**src/rtl/inst_loader_pkg.sv**
```systemverilog
// Shared types and constants for the instruction-memory boot loader.
package inst_loader_pkg;

  typedef enum logic [2:0] {LEN_HI, LEN_LO, DATA, WRITE, DONE, ERR} state_t;

  localparam int BYTES_PER_WORD = 4;
  localparam int LEN_BYTES      = 2;

  // Word index to byte address, zero-extended to the 32-bit bus.
  function automatic logic [31:0] word_adr(input logic [15:0] idx);
    return {14'd0, idx, 2'b00};
  endfunction

endpackage

```
**src/rtl/inst_mem_loader_if.sv**
```systemverilog
// Byte-stream input and instruction-memory write port of the boot loader.
interface inst_mem_loader_if;
  logic        in_valid;
  logic [7:0]  in_data;
  logic        in_ready;
  logic        wr_en;
  logic [31:0] wr_adr;
  logic [31:0] wr_data;

  // master is the loader itself; slave is the host link / memory side.
  modport master (input in_valid, in_data, output in_ready, wr_en, wr_adr, wr_data);
  modport slave  (output in_valid, in_data, input in_ready, wr_en, wr_adr, wr_data);
endinterface

```
**src/rtl/inst_mem_loader_word_assembler.sv**
```systemverilog
// 8->32 little-endian assembler: earlier bytes land in the low lanes.
module word_assembler
  import inst_loader_pkg::*;
(
  input  logic        clk,
  input  logic        rst_n,
  input  logic        clr,
  input  logic        en,
  input  logic [7:0]  din,
  output logic [31:0] word_next,
  output logic        word_ready
);
  localparam int CW = $clog2(BYTES_PER_WORD);

  logic [CW-1:0] cnt;
  logic [23:0]   sr;

  // Only three bytes are ever stored; the fourth completes the word on the fly.
  assign word_next  = {din, sr};
  assign word_ready = en && (cnt == CW'(BYTES_PER_WORD - 1));

  always_ff @(posedge clk or negedge rst_n) begin
    if (!rst_n) begin
      cnt <= '0;
      sr  <= '0;
    end else if (clr) begin
      cnt <= '0;
      sr  <= '0;
    end else if (en) begin
      cnt <= cnt + 1'b1;
      sr  <= {din, sr[23:8]};
    end
  end
endmodule

```
**src/rtl/inst_mem_loader.sv**
```systemverilog
// Boot loader: length-prefixed byte stream -> instruction memory writes, CPU held until done.
module inst_mem_loader
  import inst_loader_pkg::*;
#(
  parameter int COUNT = 1024
) (
  input  logic               clk,
  input  logic               rst_n,
  input  logic               start,
  inst_mem_loader_if.master  bus,
  output logic               cpu_hold,
  output logic               done,
  output logic               err
);
  state_t                     state;
  logic [LEN_BYTES*8-1:0]     length;
  logic [15:0]                word_index;
  logic                       accept, rearm, asm_en, word_ready;
  logic [31:0]                word_next;
  logic [15:0]                full_len;

  // in_ready is forced low while reset is held, even though state is LEN_HI.
  assign bus.in_ready = rst_n && (state == LEN_HI || state == LEN_LO || state == DATA);
  assign accept       = bus.in_valid && bus.in_ready;
  assign rearm        = start && (state == DONE || state == ERR);
  assign asm_en       = accept && (state == DATA);
  assign full_len     = {length[15:8], bus.in_data};

  word_assembler u_asm (
    .clk        (clk),
    .rst_n      (rst_n),
    .clr        (rearm),
    .en         (asm_en),
    .din        (bus.in_data),
    .word_next  (word_next),
    .word_ready (word_ready)
  );

  always_ff @(posedge clk or negedge rst_n) begin
    if (!rst_n) begin
      state       <= LEN_HI;
      length      <= '0;
      word_index  <= '0;
      bus.wr_en   <= 1'b0;
      bus.wr_adr  <= '0;
      bus.wr_data <= '0;
      cpu_hold    <= 1'b1;
      done        <= 1'b0;
      err         <= 1'b0;
    end else begin
      bus.wr_en <= 1'b0;
      case (state)
        LEN_HI: if (accept) begin
          length[15:8] <= bus.in_data;
          state        <= LEN_LO;
        end
        LEN_LO: if (accept) begin
          length[7:0] <= bus.in_data;
          if (full_len == 16'd0) begin
            state    <= DONE;
            done     <= 1'b1;
            cpu_hold <= 1'b0;
          end else if (int'(full_len) > COUNT) begin
            state <= ERR;
            err   <= 1'b1;
          end else begin
            state <= DATA;
          end
        end
        DATA: if (word_ready) begin
          state       <= WRITE;
          bus.wr_en   <= 1'b1;
          bus.wr_adr  <= word_adr(word_index);
          bus.wr_data <= word_next;
        end
        WRITE: begin
          word_index <= word_index + 16'd1;
          if (word_index == length - 16'd1) begin
            state    <= DONE;
            done     <= 1'b1;
            cpu_hold <= 1'b0;
          end else begin
            state <= DATA;
          end
        end
        DONE, ERR: if (start) begin
          state      <= LEN_HI;
          length     <= '0;
          word_index <= '0;
          done       <= 1'b0;
          err        <= 1'b0;
          cpu_hold   <= 1'b1;
        end
        default: state <= LEN_HI;
      endcase
    end
  end
endmodule

```
**src/flat_wrapper.sv**
```systemverilog
// flat-port wrapper written by rule: the top's interface ports become plain ports
module inst_mem_loader_flat import inst_loader_pkg::*;
#(
  parameter int COUNT = 1024
)
  (clk, rst_n, start, cpu_hold, done, err, bus_in_valid, bus_in_data, bus_in_ready, bus_wr_en, bus_wr_adr, bus_wr_data);
  inst_mem_loader_if bus_i ();
  input  logic clk;
  input  logic rst_n;
  input  logic start;
  output logic cpu_hold;
  output logic done;
  output logic err;
  input wire logic [$bits(bus_i.in_valid)-1:0] bus_in_valid;
  input wire logic [$bits(bus_i.in_data)-1:0] bus_in_data;
  output wire logic [$bits(bus_i.in_ready)-1:0] bus_in_ready;
  output wire logic [$bits(bus_i.wr_en)-1:0] bus_wr_en;
  output wire logic [$bits(bus_i.wr_adr)-1:0] bus_wr_adr;
  output wire logic [$bits(bus_i.wr_data)-1:0] bus_wr_data;
  assign bus_i.in_valid = bus_in_valid;
  assign bus_i.in_data = bus_in_data;
  assign bus_in_ready = bus_i.in_ready;
  assign bus_wr_en = bus_i.wr_en;
  assign bus_wr_adr = bus_i.wr_adr;
  assign bus_wr_data = bus_i.wr_data;
  inst_mem_loader #(.COUNT(COUNT)) u_core (.clk(clk), .rst_n(rst_n), .start(start), .bus(bus_i), .cpu_hold(cpu_hold), .done(done), .err(err));
endmodule
```
**config.mk**
```make
export PLATFORM = sky130hd
export DESIGN_NAME = inst_mem_loader_flat
export DESIGN_NICKNAME = d
export VERILOG_FILES = /design/src/rtl/inst_loader_pkg.sv /design/src/rtl/inst_mem_loader_if.sv /design/src/rtl/inst_mem_loader_word_assembler.sv /design/src/rtl/inst_mem_loader.sv /design/src/flat_wrapper.sv
export SDC_FILE = /design/constraint.sdc
export NUM_CORES = 1
export LEC_CHECK = 0
export BUFFER_PORTS_ARGS = -buffer_cell sky130_fd_sc_hd__buf_2
export CAP_MARGIN = 20
export CORE_MARGIN = 5
export CORE_UTILIZATION = 50
export CTS_CLUSTER_SIZE = 16
export DETAILED_ROUTE_END_ITERATION = 7
export PLACE_DENSITY = 0.79
export SYNTH_ARGS = -nofsm -noshare
export SYNTH_HDL_FRONTEND = slang
export SYNTH_SLANG_ARGS = --single-unit
```
**constraint.sdc**
```tcl
create_clock -name clk -period 2.57 [get_ports clk]
set_input_delay 0.257 -clock clk [delete_from_list [all_inputs] [get_ports clk]]
set_output_delay 0.257 -clock clk [all_outputs]
set_load 0.02 [all_outputs]
```
==> results of run 1 <==
-- cells in the mapped netlist (3+ instances only) --
| master | n | area, sq um |
|---|---|---|
| sky130_fd_sc_hd__nand3b_1 | 3 | 22.52 |
| sky130_fd_sc_hd__or3_1 | 5 | 31.28 |
| sky130_fd_sc_hd__mux2i_1 | 7 | 70.07 |
| sky130_fd_sc_hd__dfrtp_1 | 112 | 2803 |
| sky130_fd_sc_hd__nor3_1 | 6 | 30.03 |
| sky130_fd_sc_hd__nand2_1 | 198 | 743.2 |
| sky130_fd_sc_hd__o211ai_1 | 4 | 30.03 |
| sky130_fd_sc_hd__xor2_1 | 16 | 140.1 |
| sky130_fd_sc_hd__nand4_1 | 5 | 31.28 |
| sky130_fd_sc_hd__and3b_1 | 3 | 26.28 |
| sky130_fd_sc_hd__o21ai_0 | 31 | 155.2 |
| sky130_fd_sc_hd__and4_1 | 3 | 26.28 |
| sky130_fd_sc_hd__inv_1 | 6 | 22.52 |
| sky130_fd_sc_hd__buf_2 | 5 | 25.02 |
| sky130_fd_sc_hd__a21oi_1 | 16 | 80.08 |
| sky130_fd_sc_hd__mux2_2 | 3 | 33.78 |
| sky130_fd_sc_hd__mux2_1 | 11 | 123.9 |
| sky130_fd_sc_hd__nand2b_1 | 3 | 18.77 |
| sky130_fd_sc_hd__nor4_1 | 5 | 31.28 |
| sky130_fd_sc_hd__nor2_1 | 32 | 120.1 |
| sky130_fd_sc_hd__ha_1 | 3 | 37.54 |
| sky130_fd_sc_hd__xnor2_1 | 17 | 148.9 |
| sky130_fd_sc_hd__clkbuf_1 | 24 | 90.09 |
| sky130_fd_sc_hd__buf_4 | 17 | 127.6 |
| sky130_fd_sc_hd__nand3_1 | 6 | 30.03 |
| sky130_fd_sc_hd__and2_1 | 10 | 62.56 |
-- routing by layer --
metal	up-vias	track usage
met3	23	0.06395
met1	2215	0.2692
met2	113	0.3535
li1	2107	-
met4	0	0.05938
met5	-	0
-- kinds of logic (layout without fill, tap and decap cells) --
group           count (synthesis)  count (layout)  synth area share
compound gates                 73              73           0.08888
xor+xnor                       33              33           0.05277
fa+ha+maj                       3               3          0.006855
buf+inv                        55             130           0.05186
flops                         113             113            0.5166
mux                            21              21           0.04158
other cells                     1              16         0.0006847
simple gates                  296             296            0.2408
-- final timing paths --
kind	slack [ns]	to	startpoint	depth (start not counted)
worst max register to register	0.16	u_core.state[1]	u_core.length[1]	9
worst min register to register	0.47	u_core.bus.wr_adr[3]	u_core.bus.wr_adr[3]	2
worst max-delay path	0.16	u_core.state[1]	u_core.length[1]	9
worst min-delay path	0.20	u_core.state[2]	start	4
max in group asynchronous	1.26	u_core.length[2]	rst_n	5
min in group asynchronous	0.37	u_core.word_index[8]	rst_n	3
-- layout make-up --
cell class / instances / area, sq um
Clock buffer: 19 / 431.7
Clock inverter: 13 / 150.1
Fill cell: 933 / 4169
Inverter: 8 / 30.03
Multi-Input combinational cell: 442 / 2434
Sequential cell: 113 / 2830
Tap cell: 140 / 175.2
Timing Repair Buffer: 90 / 573.1
-- what timing repair did --
item / 4_1_cts / 5_1_grt
endpoints found under the setup margin: 0 / 4
hold buffers: 9 / 0
gates resized for setup: 0 / 2
endpoints found under the hold margin: 41 / 0
-- worst reg2reg max path, cell delays in order, from the launching register on --
cell,delay (ns)
sky130_fd_sc_hd__dfrtp_1,0.42
sky130_fd_sc_hd__inv_1,0.10
sky130_fd_sc_hd__ha_1,0.27
sky130_fd_sc_hd__nor3b_2,0.21
sky130_fd_sc_hd__buf_4,0.17
sky130_fd_sc_hd__nand4b_1,0.16
sky130_fd_sc_hd__o32a_2,0.34
sky130_fd_sc_hd__a22oi_1,0.23
sky130_fd_sc_hd__nand4_1,0.17
sky130_fd_sc_hd__o21a_1,0.22
-- registers in the layout, indices dropped and copies added, names as in the netlist, 2 cells and up --
name	flops
u_core.bus.wr_adr	16
u_core.state	3
u_core.u_asm.cnt	2
u_core.u_asm.sr	24
u_core.length	16
u_core.word_index	16
u_core.bus.wr_data	32
-- stage by stage --
| stage | setup WS (ns) | util | cells | cell area (sq um) |
|---|---|---|---|---|
| floorplan | 0.2390 | - | 610 | 5533 |
| global placement | 0.1953 | 0.5483 | 783 | 5918 |
| detailed placement | 0.1214 | 0.5483 | 783 | 5918 |
| CTS | 0.08044 | 0.6106 | 824 | 6590 |
| global route | 0.02374 | 0.6137 | 825 | 6624 |
| finish | 0.1635 | 0.6137 | 825 | 6624 |
-- power by group through the flow --
| stage | logic [mW] | registers [mW] | clock network (mW) |
|---|---|---|---|
| floorplan | 0.981 | 2.28 | 0 |
| global placement | 1.26 | 2.35 | 0 |
| detailed placement | 1.29 | 2.37 | 0 |
| CTS | 1.31 | 2.34 | 2.32 |
| global route | 1.47 | 2.39 | 2.42 |
| finish | 1.32 | 2.35 | 2.29 |
==> metrics.md, run 1 <==
| Metric | Value |
|---|---|
| Achievable Freq | approximately 0.42 GHz |
| Pre-antenna DRT Iters | 5 |
| Worst-path cell chain | inv_1 > ha_1 > nor3b_2 > buf_4 > nand4b_1 > o32a_2 > a22oi_1 > nand4_1 > o21a_1 |
| Bufs and invs on worst path | 2 |
| Register area share after synthesis | 0.5166 |
| Kind of capture point of the worst setup path | flop |
| Worst Path Required | 2.98 ns |
| DR DRC count | 0 |
| Arr. time, crit path | roughly 2.8 ns |
| Worst-path fanout max | 8 |
| Power share of the clock group | 0.384 |
| Worst-case clock skew | between 0.008 and 0.009 ns |
| Topmost layer with routed signal wires | met4 |
| Final period util | 0.9364 |
| Post-route minimum period | ~2.4 ns |
| Iteration-0 DRC count of the detailed router | around 280 |
| Power density over the cells | 899.9 nW/um^2 |
| Share of cells above drive strength 1 | 0.1927 |
| Routability-driven placement congestion ratio | roughly 0.85 |
| Initial antenna violation count | 0 |
| GRT overflow | 0 |
| Final hold violation count | 0 |
| Amount of wire on met3 after detailed routing | between 600 and 700 um |
| Synthesis warning total | 0 |
| Slowest CP cell | sky130_fd_sc_hd__dfrtp_1 |
| Die width | around 110 um |
| Placeable Area | approximately 11000 sq um |
| Static Leakage | ~3.3 nW |
| Peak supply drop | roughly 0.43 mV |
| Total Wirelength | roughly 13 mm |
| Outcome | finished, final reports clean |
| Area delta synth->final | 20.95% |
| # clock sinks | roughly 110 |
| Slew Viols, Final | 0 |
| Max-cap violations | 0 |
| Post-detailed-route count of antenna-violating nets | 0 |
| Stage delay of the slowest cell on the critical path | 0.42 ns |
| Boundary pin count | slightly above 80 |
| Hold Slack | around 0.2 ns |
| Most frequent standard cell in the layout excluding fill and tap cells | sky130_fd_sc_hd__nand2_1 |
| Met2 routed WL | 6.427 mm |
| Num CTS Buffers | 17 |
| Number of I/O port buffers | 64 |
| Post-synth EDFFs | 0 |
| Count of mapped cells out of synthesis | about 600 |
| Netlist cell types | 62 |
| Setup violations, final | 0 |
| Type of the worst setup path | flop to flop |
| Share of flip-flops with an asynchronous set or reset after synthesis | 1.000 |
| Max Buffers Root-to-Sink | 2 |
| Worst setup SP type | flop |
| Via count of the first global-routing pass | approximately 4600 |
| Part of the total power dissipated in combinational logic | 0.221 |
| Largest net degree at the start of global routing | 83 |
| Dpl hpwl | between 8 and 9 mm |
| RSZ-0062 raised after global routing | false |
| Slew at the pin closest to its max-slew limit | around 0.57 ns |
| Total net switching power | between 1.5 and 2 mW |
| Routed len/inst | approximately 16 um |
| Leading cell types in the layout, fill and taps excluded | sky130_fd_sc_hd__nand2_1, sky130_fd_sc_hd__dfrtp_1, sky130_fd_sc_hd__buf_2 |
| Overall Power | around 6.0 mW |
| Kind of cell adding the most delay to the critical path | compound AO/OA/AOI/OAI gates |
| Post-synthesis sequential element count | around 110 |
| Global-route wire length before repair | approximately 22 mm |
| Most instantiated flip-flop cell in the synthesis netlist | sky130_fd_sc_hd__dfrtp_1 |
| Switching Share | 0.3260 |
| CTS root buffer | sky130_fd_sc_hd__clkbuf_8 |
| Classification of the worst-slack hold path | primary input to flop |
| Clock-pin slew on the worst setup and hold paths | roughly 0.060 ns |
| Number of core rows | 38 |
| Internal power contribution | ~4 mW |
| Wire length on met1 | ~5.5 mm |
| Initial standard-cell utilization of the core | 0.5074 |
| Via count | between 4000 and 5000 |
| Netlist area before placement | between 5000 and 6000 sq um |
| Number of vias per cell | between 5 and 6 |
| TritonCTS clock tree | yes |
| Setup TNS after final layout | 0 ns |
| Count of antenna diodes in the layout | 0 |
| Die height | 114.7 um |
| Reg power frac | 0.394 |
| H-tree depth | 4 |
| Die outline area | 13150 sq um |
| Worst slew margin relative to its limit | 0.6075 |
| Final #Nets | ~700 |
| Mean instance size in the synthesized netlist | approximately 9.2 sq um |
| Post-CTS Setup Repair Bufs | 0 |
| Clk Latency, worst-skew pair | 0.53 ns |
| All-Layer GR Usage | 0.2124 |
(Power assumes the default switching activity.)
==> run 2: changes to the inputs <==
REMOVE_ABC_BUFFERS = 1   (was not set)
==> run 2 against run 1 <==
Effect of this change:
- hold slack lost 0.20 ns
- clock power about the same
- sequential share of layout area increased by 0.46 points
- die area stayed put
- critical path type unchanged
- largest power group unchanged
- highest routed layer unchanged
==> metrics.md, run 2 (same netlist as run 1, synthesis figures left out) <==
| Metric | Value |
|---|---|
| Outcome | finished, final reports clean (unchanged) |
| Dpl hpwl | 8.610 mm (was 8.992 mm) |
| Top register by number of flip-flops | u_core.bus.wr_data (unchanged) |
| Most frequent standard cell in the layout excluding fill and tap cells | sky130_fd_sc_hd__nand2_1 (unchanged) |
| Power density over the cells | 909.7 nW/um^2 (was 899.9 nW/um^2) |
| Switching Share | 0.3304 (was 0.3260) |
| Largest net degree at the start of global routing | 84 (was 83) |
| FF-to-FF path depth | 9 (unchanged) |
| Power share of the clock group | 0.384 (about the same) |
| Register-to-register path setup slack | 0.14 ns (was 0.16 ns) |
| Placeable Area | 10790 sq um (unchanged) |
| Final period util | 0.9451 (was 0.9364) |
| Slew Viols, Final | 0 (unchanged) |
| Area taken by flip-flops and latches | 2829 sq um (was 2830 sq um) |
| Peak supply drop | 0.4087 mV (was 0.4346 mV) |
| Stage delay of the slowest cell on the critical path | 0.44 ns (was 0.42 ns) |
| Routed len/inst | 15.91 um (was 15.58 um) |
| Worst setup SP type | flop (unchanged) |
| Die height | 114.7 um (unchanged) |
| Internal power contribution | 3.990 mW (was 4.017 mW) |
| Fill cell instance count of the final layout | 881 (was 933) |
| Final #Nets | 677 (was 687) |
| Cell mode on critical path | sky130_fd_sc_hd__nand4_1 |
| RSZ-0062 raised after global routing | false (unchanged) |
| Part of the total power dissipated in combinational logic | 0.219 (was 0.221) |
| Total net switching power | 1.969 mW (was 1.943 mW) |
| Area occupied by multi-input gates | 2446 sq um (was 2434 sq um) |
| Slowest CP cell | sky130_fd_sc_hd__dfrtp_1 (unchanged) |
| CTS root buffer | sky130_fd_sc_hd__clkbuf_8 (unchanged) |
| Number of core rows | 38 (unchanged) |
| Number of I/O port buffers | 64 (unchanged) |
| Static Leakage | 3.258 nW (was 3.294 nW) |
| Largest register FFs | 32 (unchanged) |
| Initial antenna violation count | 0 (unchanged) |
| Via count of the first global-routing pass | 4621 (was 4574) |
| Post-layout util | 0.6069 (was 0.6137) |
| Num CTS Buffers | 17 (unchanged) |
| Die width | 114.7 um (unchanged) |
| Worst reg2reg startpoint | u_core.length[1] (unchanged) |
| All-Layer GR Usage | 0.2107 (was 0.2124) |
| Area of all placed cells without fillers | 6550 sq um (was 6624 sq um) |
| Worst Hold End | u_core.bus.wr_data[29] (was u_core.state[2]) |
| Worst-path cell chain | inv_1 > ha_1 > nor3b_4 > buf_4 > nand4_1 > o32a_2 > a22oi_1 > nand4_1 > o21a_1 (was inv_1 > ha_1 > nor3b_2 > buf_4 > nand4b_1 > o32a_2 > a22oi_1 > nand4_1 > o21a_1) |
| Pre-antenna DRT Iters | 5 (unchanged) |
| Post-detailed-route count of antenna-violating nets | 0 (unchanged) |
| Via count | 4443 (was 4458) |
| Max-cap violations | 0 (unchanged) |
| Clock-pin slew on the worst setup and hold paths | 0.06 ns (about the same) |
| Kind of capture point of the worst setup path | flop (unchanged) |
| TritonCTS clock tree | yes (unchanged) |
| Classification of the worst-slack hold path | primary input to flop (unchanged) |
| Iteration-0 DRC count of the detailed router | 360 (was 281) |
| Boundary pin count | 81 (unchanged) |
| Count of antenna diodes in the layout | 0 (unchanged) |
| Post-route minimum period | 2.429 ns (was 2.407 ns) |
| Total Wirelength | 12.97 mm (was 12.85 mm) |
| Leading cell types in the layout, fill and taps excluded | sky130_fd_sc_hd__nand2_1, sky130_fd_sc_hd__dfrtp_1, sky130_fd_sc_hd__buf_2 (unchanged) |
| Die outline area | 13150 sq um (unchanged) |
| Worst slew margin relative to its limit | 0.4396 (was 0.6075) |
| Largest registers | u_core.bus.wr_data x32, u_core.u_asm.sr x24 (unchanged) |
| Number of instances on the worst hold path | 3 (was 4) |
| Type of the worst setup path | flop to flop (unchanged) |
| Bufs and invs on worst path | 2 (unchanged) |
| Setup violations, final | 0 (unchanged) |
| Slew at the pin closest to its max-slew limit | 0.8380 ns (was 0.5740 ns) |
| Reg-to-reg endpoint | u_core.state[1] (unchanged) |
| Global-route wire length before repair | 22.02 mm (was 22.11 mm) |
| Share of cells above drive strength 1 | 0.1896 (was 0.1927) |
| # clock sinks | 113 (unchanged) |
| Final hold violation count | 0 (unchanged) |
| Worst Path Required | 2.97 ns (was 2.98 ns) |
| HP Start | bus_in_data[5] (was start) |
| Initial standard-cell utilization of the core | 0.5074 (unchanged) |
| DR DRC count | 0 (unchanged) |
| Routability-driven placement congestion ratio | 0.9192 (was 0.8531) |
| GRT overflow | 0 (unchanged) |
| Number of vias per cell | 5.452 (was 5.404) |
| Worst-case clock skew | 0.01047 ns (was 0.008972 ns) |
| H-tree depth | 4 (unchanged) |
| Kind of cell adding the most delay to the critical path | compound AO/OA/AOI/OAI gates (unchanged) |
| Area delta synth->final | 19.60% (was 20.95%) |
| Max Buffers Root-to-Sink | 2 (unchanged) |
| Reg power frac | 0.397 (was 0.394) |
| Worst-path fanout max | 8 (unchanged) |
| Arr. time, crit path | 2.83 ns (was 2.82 ns) |
| Clk Latency, worst-skew pair | 0.51 ns (was 0.53 ns) |
| Placed instance area | 5881 sq um (was 5918 sq um) |
| Overall Power | 5.958 mW (was 5.961 mW) |
| Achievable Freq | 0.4117 GHz (was 0.4155 GHz) |
run 2: changes by cell type in the layout (fill, tap and decap cells not counted), sizes merged:
cell         delta
clkinv          +5
clkbuf          -1
dlygate4sd3     -5
inv             -3
clkinvlp        -1
buf             -5
run 2: how the worst max path moves through the flow:
stage / startpoint / endpoint / slack, ns / depth (start not counted)
floorplan: u_core.state[2] / u_core.bus.wr_adr[10] / -4.73 / 5
global placement: u_core.length[1] / u_core.state[1] / 0.21 / 9
CTS: u_core.length[1] / u_core.state[1] / 0.18 / 9
finish: u_core.length[1] / u_core.state[1] / 0.14 / 9
detailed placement: u_core.length[1] / u_core.state[1] / 0.01 / 9
global route: u_core.length[1] / u_core.state[1] / 0.007 / 9
run 2: power by group through the flow:
stage                     clock network, mW  logic, mW  registers (mW)
after floorplan                           0      0.886            2.31
after global placement                    0       1.19            2.36
after detailed placement                  0       1.24            2.37
after CTS                              2.31       1.27            2.35
after global routing                   2.40       1.43            2.40
final                                  2.29       1.30            2.36
run 2: final cells by class:
cell class / count / area share
clock inverter: 14 / 0.02388
timing repair buffer: 80 / 0.07412
inverter: 8 / 0.004585
multi-input combinational: 442 / 0.3734
sequential: 113 / 0.4319
tap: 140 / 0.02674
clock buffer: 18 / 0.06533
run 2: worst reg2reg max path, stage by stage (launching register included):
cell	delay, ns
sky130_fd_sc_hd__dfrtp_1	0.44
sky130_fd_sc_hd__inv_1	0.12
sky130_fd_sc_hd__ha_1	0.29
sky130_fd_sc_hd__nor3b_4	0.30
sky130_fd_sc_hd__buf_4	0.20
sky130_fd_sc_hd__nand4_1	0.10
sky130_fd_sc_hd__o32a_2	0.23
sky130_fd_sc_hd__a22oi_1	0.25
sky130_fd_sc_hd__nand4_1	0.17
sky130_fd_sc_hd__o21a_1	0.22
run 2: repair_timing:
item	4_1_cts	5_1_grt
endpoints found under the setup margin	2	2
hold buffers	4	0
hold endpoints to repair	33	0
buffers inserted	0	0
resized for setup	1	3
gates cloned	0	0
run 2: metrics by stage:
stage / setup WS [ns] / setup TNS [ns] / instances / hold WS, ns
2_1_floorplan: -4.732 / -290.54 / 563 / -0.03859
3_3_place_gp: 0.2102 / 0 / 778 / 0.3276
3_5_place_dp: 0.01142 / 0 / 778 / 0.3368
4_1_cts: 0.1759 / 0 / 814 / 0.001397
5_1_grt: 0.007404 / 0 / 815 / 0.02150
6_report: 0.1412 / 0 / 815 / 0.009621
run 2: layer usage:
layer | vias to the layer above | global-route usage | wire length [um]
li1 | 2079 | - | -
met1 | 2174 | 0.2689 | 5530
met2 | 161 | 0.3454 | 6374
met3 | 29 | 0.04281 | 749
met4 | 0 | 0.09580 | 312
met5 | - | 0 | 0
==> run 3: changes to the inputs <==
BUFFER_PORTS_ARGS = not set   (was -buffer_cell sky130_fd_sc_hd__buf_2)
DONT_BUFFER_PORTS = 1   (was not set)
PLACE_DENSITY = 0.73   (was 0.79)
==> run 3 against run 2 <==
Effect of this change:
- hold slack worse by 0.58 ns
- clock skew about the same
- final cell count down 7.6%
- critical path depth unchanged
- clock-buffer cell count up 2
- utilization down 2.9 points
- the flow now finishes with violations (hold timing)
- non-clock buffer count down 62
- highest routed layer unchanged
- critical endpoint unchanged
- flip-flop and latch count unchanged
- register-to-register slack better by 0.02 ns
- power up 0.25%
==> metrics.md, run 3 (same netlist as run 1, synthesis figures left out) <==
| Metric | Value |
|---|---|
| Bufs and invs on worst path | 2 (unchanged) |
| Share of cells above drive strength 1 | 0.09625 (was 0.1896) |
| Largest register FFs | 32 (unchanged) |
| H-tree depth | 4 (unchanged) |
| Count of antenna diodes in the layout | 0 (unchanged) |
| Stage delay of the slowest cell on the critical path | 0.43 ns (was 0.44 ns) |
| Slew Viols, Final | 0 (unchanged) |
| Slew at the pin closest to its max-slew limit | 0.7748 ns (was 0.8380 ns) |
| # clock sinks | 113 (unchanged) |
| DR DRC count | 0 (unchanged) |
| Max Buffers Root-to-Sink | 2 (unchanged) |
| Number of standard cells in the layout, taps in and fillers out | 753 (was 815) |
| Area delta synth->final | 13.80% (was 19.60%) |
| Clk Latency, worst-skew pair | 0.52 ns (was 0.51 ns) |
| Failing checks | hold timing |
| Post-route minimum period | 2.411 ns (was 2.429 ns) |
| Top register by number of flip-flops | u_core.bus.wr_data (unchanged) |
| Boundary pin count | 81 (unchanged) |
| Static Leakage | 2.928 nW (was 3.258 nW) |
| Total net switching power | 1.900 mW (was 1.969 mW) |
| Placed instance area | 5550 sq um (was 5881 sq um) |
| Hold Slack | -0.5686 ns (was 0.009621 ns) |
| Die height | 114.7 um (unchanged) |
| Worst Path Required | 2.98 ns (was 2.97 ns) |
| Die width | 114.7 um (unchanged) |
| Worst-path cell chain | inv_1 > ha_1 > nor3b_1 > buf_4 > xnor2_1 > nand2_1 > a2111oi_4 > nand4_1 > o21a_1 (was inv_1 > ha_1 > nor3b_4 > buf_4 > nand4_1 > o32a_2 > a22oi_1 > nand4_1 > o21a_1) |
| Slowest CP cell | sky130_fd_sc_hd__dfrtp_1 (unchanged) |
| Switching Share | 0.3180 (was 0.3304) |
| Final period util | 0.9380 (was 0.9451) |
| Max-cap violations | 0 (unchanged) |
| Setup TNS after final layout | 0 ns (unchanged) |
| Total Wirelength | 12.96 mm (was 12.97 mm) |
| Routed len/inst | 17.21 um (was 15.91 um) |
| Routability-driven placement congestion ratio | 0.8461 (was 0.9192) |
| Type of the worst setup path | flop to flop (unchanged) |
| Achievable Freq | 0.4148 GHz (was 0.4117 GHz) |
| Reg power frac | 0.402 (was 0.397) |
| Hold-fix buffers at CTS | 8 (was 4) |
| RSZ-0062 raised after global routing | false (unchanged) |
| Worst-case clock skew | 0.01038 ns (was 0.01047 ns) |
| Fill cell instance count of the final layout | 900 (was 881) |
| TritonCTS clock tree | yes (unchanged) |
| Setup violations, final | 0 (unchanged) |
| GRT overflow | 0 (unchanged) |
| Clock-pin slew on the worst setup and hold paths | 0.06 ns (about the same) |
| Global-route wire length before repair | 21.09 mm (was 22.02 mm) |
| Area of all placed cells without fillers | 6232 sq um (was 6550 sq um) |
| Num CTS Buffers | 17 (unchanged) |
| Outcome | complete, but fails checks (was finished, final reports clean) |
| Most frequent standard cell in the layout excluding fill and tap cells | sky130_fd_sc_hd__nand2_1 (unchanged) |
| Arr. time, crit path | 2.82 ns (was 2.83 ns) |
| Number of core rows | 38 (unchanged) |
| Internal power contribution | 4.074 mW (was 3.990 mW) |
| Post-Place Cells | 713 (was 778) |
| Worst-path fanout max | 10 (was 8) |
| Initial standard-cell utilization of the core | 0.5074 (unchanged) |
| All-Layer GR Usage | 0.2051 (was 0.2107) |
| Kind of capture point of the worst setup path | flop (unchanged) |
| Final #Nets | 615 (was 677) |
| Final hold violation count | 113 (was 0) |
| Largest registers | u_core.bus.wr_data x32, u_core.u_asm.sr x24 (unchanged) |
| Number of vias per cell | 5.454 (was 5.452) |
| Dpl hpwl | 8.551 mm (was 8.610 mm) |
| Overall Power | 5.973 mW (was 5.958 mW) |
| Power share of the clock group | 0.403 (was 0.384) |
| Pre-antenna DRT Iters | 4 (was 5) |
| Number of I/O port buffers | 0 (was 64) |
| Classification of the worst-slack hold path | primary input to async pin (was primary input to flop) |
| CTS root buffer | sky130_fd_sc_hd__clkbuf_8 (unchanged) |
| Post-detailed-route count of antenna-violating nets | 0 (unchanged) |
| Post-CTS Setup Repair Bufs | 0 (unchanged) |
| Kind of cell adding the most delay to the critical path | simple AND/OR/NAND/NOR gates (was compound AO/OA/AOI/OAI gates) |
| Placeable Area | 10790 sq um (unchanged) |
| Part of the total power dissipated in combinational logic | 0.196 (was 0.219) |
| Initial antenna violation count | 0 (unchanged) |
| Peak supply drop | 0.5055 mV (was 0.4087 mV) |
| Worst slew margin relative to its limit | 0.4803 (was 0.4396) |
| Gates resized, CTS repair | 0 (was 1) |
| Largest net degree at the start of global routing | 118 (was 84) |
| Via count | 4107 (was 4443) |
| Iteration-0 DRC count of the detailed router | 260 (was 360) |
| Worst setup SP type | flop (unchanged) |
| Leading cell types in the layout, fill and taps excluded | sky130_fd_sc_hd__nand2_1, sky130_fd_sc_hd__dfrtp_1, sky130_fd_sc_hd__nor2_1 (was sky130_fd_sc_hd__nand2_1, sky130_fd_sc_hd__dfrtp_1, sky130_fd_sc_hd__buf_2) |
| Via count of the first global-routing pass | 4189 (was 4621) |
| Die outline area | 13150 sq um (unchanged) |
| Power density over the cells | 958.5 nW/um^2 (was 909.7 nW/um^2) |
run 3: changes by cell type in the layout (fill, tap and decap cells not counted), moves of 2 or more:
cell,delta
sky130_fd_sc_hd__buf_4,-2
sky130_fd_sc_hd__dlygate4sd3_1,+4
sky130_fd_sc_hd__clkinv_4,-4
sky130_fd_sc_hd__buf_2,-63
run 3: stage by stage:
step	setup slack [ns]	utilization
6_report	0.1595	0.5774
5_1_grt	0.01400	0.5774
4_1_cts	0.1618	0.5774
3_5_place_dp	0.1598	0.5143
3_3_place_gp	0.2346	0.5143
2_1_floorplan	-4.732	-
run 3: final timing paths:
check	startpoint	to	slack (ns)	cells past startpoint
worst max-delay path	u_core.length[1]	u_core.state[1]	0.16	9
max in group asynchronous	rst_n	u_core.cpu_hold	2.91	0
worst max register to register	u_core.length[1]	u_core.state[1]	0.16	9
min in group clk	bus_in_data[1]	u_core.length[9]	0.02	2
worst min-delay path	rst_n	u_core.bus.wr_en	-0.57	0
worst min register to register	u_core.u_asm.sr[5]	u_core.bus.wr_data[5]	0.47	2
run 3: metal layers:
layer	vias to the layer above	routed length, um	track usage
li1	1952	-	-
met1	2014	5433	0.2467
met2	126	6463	0.3504
met3	15	910	0.05867
met4	0	149	0.07363
met5	-	0	0
run 3: cell type report:
| type | count | area (sq um) | area share |
|---|---|---|---|
| clock buffers | 20 | 445.4 | 0.07147 |
| flip-flops and latches | 113 | 2829 | 0.4539 |
| well taps | 140 | 175.2 | 0.02811 |
| inverters | 8 | 30.03 | 0.004818 |
| clock inverters | 12 | 156.4 | 0.02510 |
| repair buffers | 18 | 167.7 | 0.02690 |
| multi-input cells | 442 | 2429 | 0.3897 |
run 3: power groups by stage:
| stage | registers [mW] | logic, mW | clock network, mW |
|---|---|---|---|
| final | 2.40 | 1.17 | 2.41 |
| after global routing | 2.44 | 1.29 | 2.51 |
| after CTS | 2.40 | 1.17 | 2.43 |
| after detailed placement | 2.43 | 1.15 | 0 |
| after global placement | 2.42 | 1.13 | 0 |
| after floorplan | 2.31 | 0.886 | 0 |
run 3: worst reg2reg max path, stage by stage (launching register included):
cell                        delay [ns]
sky130_fd_sc_hd__dfrtp_1          0.43
sky130_fd_sc_hd__inv_1            0.10
sky130_fd_sc_hd__ha_1             0.28
sky130_fd_sc_hd__nor3b_1          0.30
sky130_fd_sc_hd__buf_4            0.22
sky130_fd_sc_hd__xnor2_1          0.12
sky130_fd_sc_hd__nand2_1          0.10
sky130_fd_sc_hd__a2111oi_4        0.32
sky130_fd_sc_hd__nand4_1          0.20
sky130_fd_sc_hd__o21a_1           0.23
